## src/rtl/rom_arbiter.sv

```systemverilog
`default_nettype none
// ============================================================================
// Module   : rom_arbiter
// Purpose  : Shares the read and write ports of the 4096x32 instruction ROM.
//            Read port:  instruction fetch vs. load/store loads.
//            Write port: preflash loader vs. load/store stores.
//            Returns one-cycle-latency read data to the requester that issued
//            the read. Bypasses same-cycle write data to a colliding read.
//            Guarantees fetch forward progress with a starvation counter.
// Ports    : clk, rst (async active-low)
//            if_*  : fetch read request / grant / response
//            ls_*  : load/store request / grant / response
//            ld_*  : loader write request / grant
//            rom_* : ROM read and write port drive, rom_r_data_i response
//            busy_o: loader active or read response pending
// Revision : 1.0 - initial release
// ============================================================================
module rom_arbiter #(
    parameter int STARVE_MAX = 4
) (
    input  logic        clk,
    input  logic        rst,

    input  logic        if_req_i,
    input  logic [31:0] if_addr_i,
    output logic        if_gnt_o,
    output logic        if_rvalid_o,
    output logic [31:0] if_rdata_o,

    input  logic        ls_req_i,
    input  logic        ls_we_i,
    input  logic [31:0] ls_addr_i,
    input  logic [31:0] ls_wdata_i,
    output logic        ls_gnt_o,
    output logic        ls_rvalid_o,
    output logic [31:0] ls_rdata_o,

    input  logic        ld_req_i,
    input  logic [31:0] ld_addr_i,
    input  logic [31:0] ld_wdata_i,
    output logic        ld_gnt_o,

    output logic        rom_w_en_o,
    output logic [31:0] rom_w_addr_o,
    output logic [31:0] rom_w_data_o,
    output logic        rom_r_en_o,
    output logic [31:0] rom_r_addr_o,
    input  logic [31:0] rom_r_data_i,

    output logic        busy_o
);

    // Response owner encoding
    localparam logic [1:0] c_OWN_NONE = 2'd0;
    localparam logic [1:0] c_OWN_IF   = 2'd1;
    localparam logic [1:0] c_OWN_LS   = 2'd2;

    localparam logic [3:0] c_STARVE_MAX = 4'(STARVE_MAX);

    logic [1:0]  rd_own_q, rd_own_d;
    logic [3:0]  starve_q, starve_d;
    logic        byp_q,    byp_d;
    logic [31:0] byp_data_q, byp_data_d;

    logic        w_ls_load;
    logic        w_ls_store;
    logic        w_rd_allow;
    logic        w_if_gnt;
    logic        w_ls_rd_gnt;
    logic        w_ls_wr_gnt;
    logic        w_ld_gnt;
    logic        w_collide;
    logic [31:0] w_rdata;

    // ------------------------------------------------------------------------
    // Arbitration. Every grant is qualified with rst so that all outputs are
    // held at 0 while reset is asserted, even with requests pending.
    // ------------------------------------------------------------------------
    assign w_ls_load  = ls_req_i & ~ls_we_i;
    assign w_ls_store = ls_req_i &  ls_we_i;

    // The loader owns the ROM exclusively for reads while it is active.
    assign w_rd_allow = rst & ~ld_req_i;

    assign w_if_gnt    = w_rd_allow & if_req_i &
                         (~w_ls_load | (starve_q == c_STARVE_MAX));
    assign w_ls_rd_gnt = w_rd_allow & w_ls_load & ~w_if_gnt;
    assign w_ld_gnt    = rst & ld_req_i;
    assign w_ls_wr_gnt = rst & w_ls_store & ~ld_req_i;

    assign if_gnt_o = w_if_gnt;
    assign ls_gnt_o = w_ls_rd_gnt | w_ls_wr_gnt;
    assign ld_gnt_o = w_ld_gnt;

    // ------------------------------------------------------------------------
    // ROM port drive: ungranted ports present all-zero address/data.
    // ------------------------------------------------------------------------
    always_comb begin
        rom_r_en_o   = w_if_gnt | w_ls_rd_gnt;
        rom_r_addr_o = 32'd0;
        if (w_if_gnt) begin
            rom_r_addr_o = if_addr_i;
        end else if (w_ls_rd_gnt) begin
            rom_r_addr_o = ls_addr_i;
        end
    end

    always_comb begin
        rom_w_en_o   = w_ld_gnt | w_ls_wr_gnt;
        rom_w_addr_o = 32'd0;
        rom_w_data_o = 32'd0;
        if (w_ld_gnt) begin
            rom_w_addr_o = ld_addr_i;
            rom_w_data_o = ld_wdata_i;
        end else if (w_ls_wr_gnt) begin
            rom_w_addr_o = ls_addr_i;
            rom_w_data_o = ls_wdata_i;
        end
    end

    // Only the word index reaches the ROM, so only it matters for a collision.
    assign w_collide = rom_r_en_o & rom_w_en_o &
                       (rom_r_addr_o[13:2] == rom_w_addr_o[13:2]);

    // ------------------------------------------------------------------------
    // Next-state logic
    // ------------------------------------------------------------------------
    always_comb begin
        rd_own_d = c_OWN_NONE;
        if (w_if_gnt) begin
            rd_own_d = c_OWN_IF;
        end else if (w_ls_rd_gnt) begin
            rd_own_d = c_OWN_LS;
        end
    end

    always_comb begin
        starve_d = 4'd0;
        if (if_req_i && !w_if_gnt) begin
            starve_d = (starve_q == c_STARVE_MAX) ? c_STARVE_MAX
                                                  : starve_q + 4'd1;
        end
    end

    // The ROM returns the pre-write word on a collision, so the written word
    // is captured here and substituted on the response cycle.
    assign byp_d      = w_collide;
    assign byp_data_d = w_collide ? rom_w_data_o : 32'd0;

    always_ff @(posedge clk or negedge rst) begin
        if (!rst) begin
            rd_own_q   <= c_OWN_NONE;
            starve_q   <= 4'd0;
            byp_q      <= 1'b0;
            byp_data_q <= 32'd0;
        end else begin
            rd_own_q   <= rd_own_d;
            starve_q   <= starve_d;
            byp_q      <= byp_d;
            byp_data_q <= byp_data_d;
        end
    end

    // ------------------------------------------------------------------------
    // Response routing
    // ------------------------------------------------------------------------
    assign w_rdata     = byp_q ? byp_data_q : rom_r_data_i;
    assign if_rvalid_o = (rd_own_q == c_OWN_IF);
    assign ls_rvalid_o = (rd_own_q == c_OWN_LS);

    // Data is forced to zero when no response is pending so the outputs are
    // quiet in reset and between responses.
    assign if_rdata_o = (rd_own_q != c_OWN_NONE) ? w_rdata : 32'd0;
    assign ls_rdata_o = (rd_own_q != c_OWN_NONE) ? w_rdata : 32'd0;

    assign busy_o = rst & (ld_req_i | (rd_own_q != c_OWN_NONE));

endmodule
`default_nettype wire

```

## config.mk

```make
export PLATFORM = sky130hd
export DESIGN_NAME = rom_arbiter
export DESIGN_NICKNAME = d
export VERILOG_FILES = /design/src/rtl/rom_arbiter.sv
export SDC_FILE = /design/constraint.sdc
export NUM_CORES = 1
export LEC_CHECK = 0
export BUFFER_PORTS_ARGS = -buffer_cell sky130_fd_sc_hd__buf_4
export CAP_MARGIN = 20
export CORE_AREA = 2 2 141 143
export CTS_CLUSTER_SIZE = 20
export DETAILED_ROUTE_END_ITERATION = 6
export DIE_AREA = 0 0 143 145
export PLACE_DENSITY = 0.59
export SYNTH_ARGS = -nofsm -noshare
export SYNTH_HDL_FRONTEND = slang
export SYNTH_SLANG_ARGS = --single-unit
```

## constraint.sdc

```tcl
create_clock -name clk -period 4.05 [get_ports clk]
set_input_delay 0.6075 -clock clk [delete_from_list [all_inputs] [get_ports clk]]
set_output_delay 0.6075 -clock clk [all_outputs]
set_load 0.1 [all_outputs]
```

==> flow_summary.json <==
{
  "antenna_found_initial": 0,
  "clock_latency_ps": 280,
  "die_area_sq_um": 20700,
  "cts_buffer_depth": 2,
  "fin_nets": 947,
  "synth.top_cell.area_share_pct": 26.1,
  "grt-ovfl-total": 0,
  "clock_sinks": 39,
  "postCtsHoldBufs": 0,
  "critical_path_class": "in -> out",
  "irDropWorstVdd_mv": 0.126,
  "antenna_left": 0,
  "final.min_clock_period_ps": 3190,
  "topRoutingLayerUsed": "met4",
  "cts_setup_buffers": 0,
  "status": "completed",
  "max_cap_violations": 0,
  "grt_start_max_net_pins": 42,
  "gp_congestion": 0.804,
  "cp-end-kind": "output port",
  "worst_pin_slew_ps": 931,
  "dieWidth_um": 143,
  "drive_above_1_share_pct": 56.4,
  "ys_ff_latch": 39,
  "h-tree-depth": 2,
  "grt_usage_pct": 15.7,
  "drcViolationCount": 0,
  "synth_top_cell_by_area": "dfrtp_1",
  "initial_core_util_pct": 19.5,
  "antenna_cells": 0,
  "yosysWarningCount": 0,
  "routed_wl_um": 17400,
  "via_per_inst": 4.49,
  "yosys-top-cells-area": "dfrtp_1 26%, a22o_1 14%, nor3b_2 9.7%, mux2i_1 9.1%, buf_4 6.6%",
  "synth_edf_count": 0,
  "rsz0062_at_grt": "no",
  "worstPathMaxFanout": 33,
  "yosysMostFrequentCell": "a22o_1",
  "core_area_sq_um": 19200,
  "crit_path_start_kind": "input port",
  "io_pins": 366,
  "drt-pass1-iter-count": 4,
  "cellLeakagePower_nw": 3.19,
  "cts_resized": 0,
  "cp.arrival_ps": 2590,
  "cts_tree": "done",
  "synth_cells": 440,
  "grt_first_pass_wirelength_um": 25500,
  "rows": 51,
  "required_ps": 3440,
  "instances_no_fill": 1013,
  "hold_path_class": "in -> async",
  "synthArstFlopShare_pct": 100,
  "setup_violations": 0,
  "rrSetupSlack_ps": 1070,
  "vias": 4544,
  "reg2regPathDepth": 9,
  "met1_length_um": 6600,
  "io_buffers": 365,
  "fin_util_pct": 34.5,
  "synthDistinctLibCells": 38,
  "netlist_top_cells_count": "60 x a22o_1, 50 x nand2_1, 46 x nor2_1, 39 x dfrtp_1, 34 x mux2i_1",
  "finClkSkew_ps": 5.29,
  "dp.cells": 1005,
  "setup_slack_ps": 857,
  "max_freq_ghz": 0.313,
  "ys.flop_type": "dfrtp_1",
  "hold_violations": 0,
  "met2_length_um": 9310,
  "tns_ps": 0,
  "synthToLayoutAreaGrowth_pct": 77.2,
  "fin_crit_sh_pct": 78.9,
  "grt_pass1_vias": 4567,
  "power_density_nw_per_um2": 275,
  "clkSlewWorstSetupHoldPaths_ps": 60,
  "syn_area_sq_um": 3740,
  "slew_violations": 0,
  "drt_iter0_markers": 130,
  "dp_hpwl_um": 14200,
  "slew_headroom_pct": 38.0,
  "clock-root-buffer": "clkbuf_16",
  "synth_area_per_cell_sq_um": 8.50,
  "wl_per_cell_um": 17.2,
  "yosysSeqAreaShare_pct": 26.1,
  "fp.dieH_um": 145,
  "met3RoutedLength_um": 1310,
  "place_worst_setup_slack_ps": 808,
  "numCtsBuffers": 5,
  "syn_nets": 640
}
==> metrics by stage <==
stage / power, mW / cell area [sq um] / hold slack, ps
CTS: 1.85 / 6630 / 210
floorplan: 1.13 / 3740 / 312
finish: 1.82 / 6630 / 206
detailed placement: 1.46 / 6490 / 496
global route: 1.90 / 6630 / 216
global placement: 1.45 / 6490 / 491
==> registers in the layout, summed over array words and instances, names as in the netlist <==
| register | flops |
|---|---|
| byp_data_q | 32 |
| starve_q | 4 |
| rd_own_q | 2 |
| byp_q | 1 |
==> worst max-delay path, cell delays in order <==
cell	delay, ps
buf_4	260
nor2b_1	240
and3_2	560
buf_12	260
a22o_1	270
buf_4	330
==> power breakdown <==
group,internal [mW],total (mW),switching (mW),leakage (nW)
combinational,0.291,1.05,0.755,2.58
clock,0.228,0.381,0.153,0.0679
sequential,0.393,0.397,0.00369,0.541
==> cell type report <==
cell class | count | area (sq um)
clock buffer | 7 | 133
sequential | 39 | 977
tap | 265 | 332
clock inverter | 1 | 5.00
multi-input combinational | 320 | 2310
timing repair buffer | 375 | 2850
fill | 2064 | 12600
inverter | 6 | 22.5
==> routing by layer <==
layer | GRT usage [%] | up-vias
met3 | 2.21 | 9
li1 | - | 2169
met2 | 30.4 | 256
met4 | 3.07 | 0
met5 | 0 | -
met1 | 18.0 | 2110
==> placed cells by master, fill, tap and decap left out, types with 11 or more instances in the layout <==
cell and n:
nor2_1 45, a22o_1 60, mux2i_1 34, buf_4 372, nor3b_2 29, nand2_1 50, nand3_1 11, a21oi_1 11
o21ai_1 15, dfrtp_1 38
==> final timing paths <==
check                                 startpoint                        to
hold / removal                               rst     rd_own_q[1]$_DFF_PN0_
max in group asynchronous                    rst           byp_q$_DFF_PN0_
setup / recovery                             rst          rom_w_addr_o[19]
hold reg to reg            starve_q[0]$_DFF_PN0_     starve_q[0]$_DFF_PN0_
min in group clk           starve_q[0]$_DFF_PN0_     starve_q[0]$_DFF_PN0_
setup reg to reg           starve_q[0]$_DFF_PN0_  byp_data_q[31]$_DFF_PN0_
==> cells by family after synthesis <==
logic type	after synthesis	synth area share (%)
simple gates	168	27.3
compound gates	114	23.7
buf+inv	81	12.7
flops	39	26.1
mux	34	9.10
xor+xnor	2	0.468
fa+ha+maj	2	0.669
No activity file was read; power rests on OpenSTA's default activity.
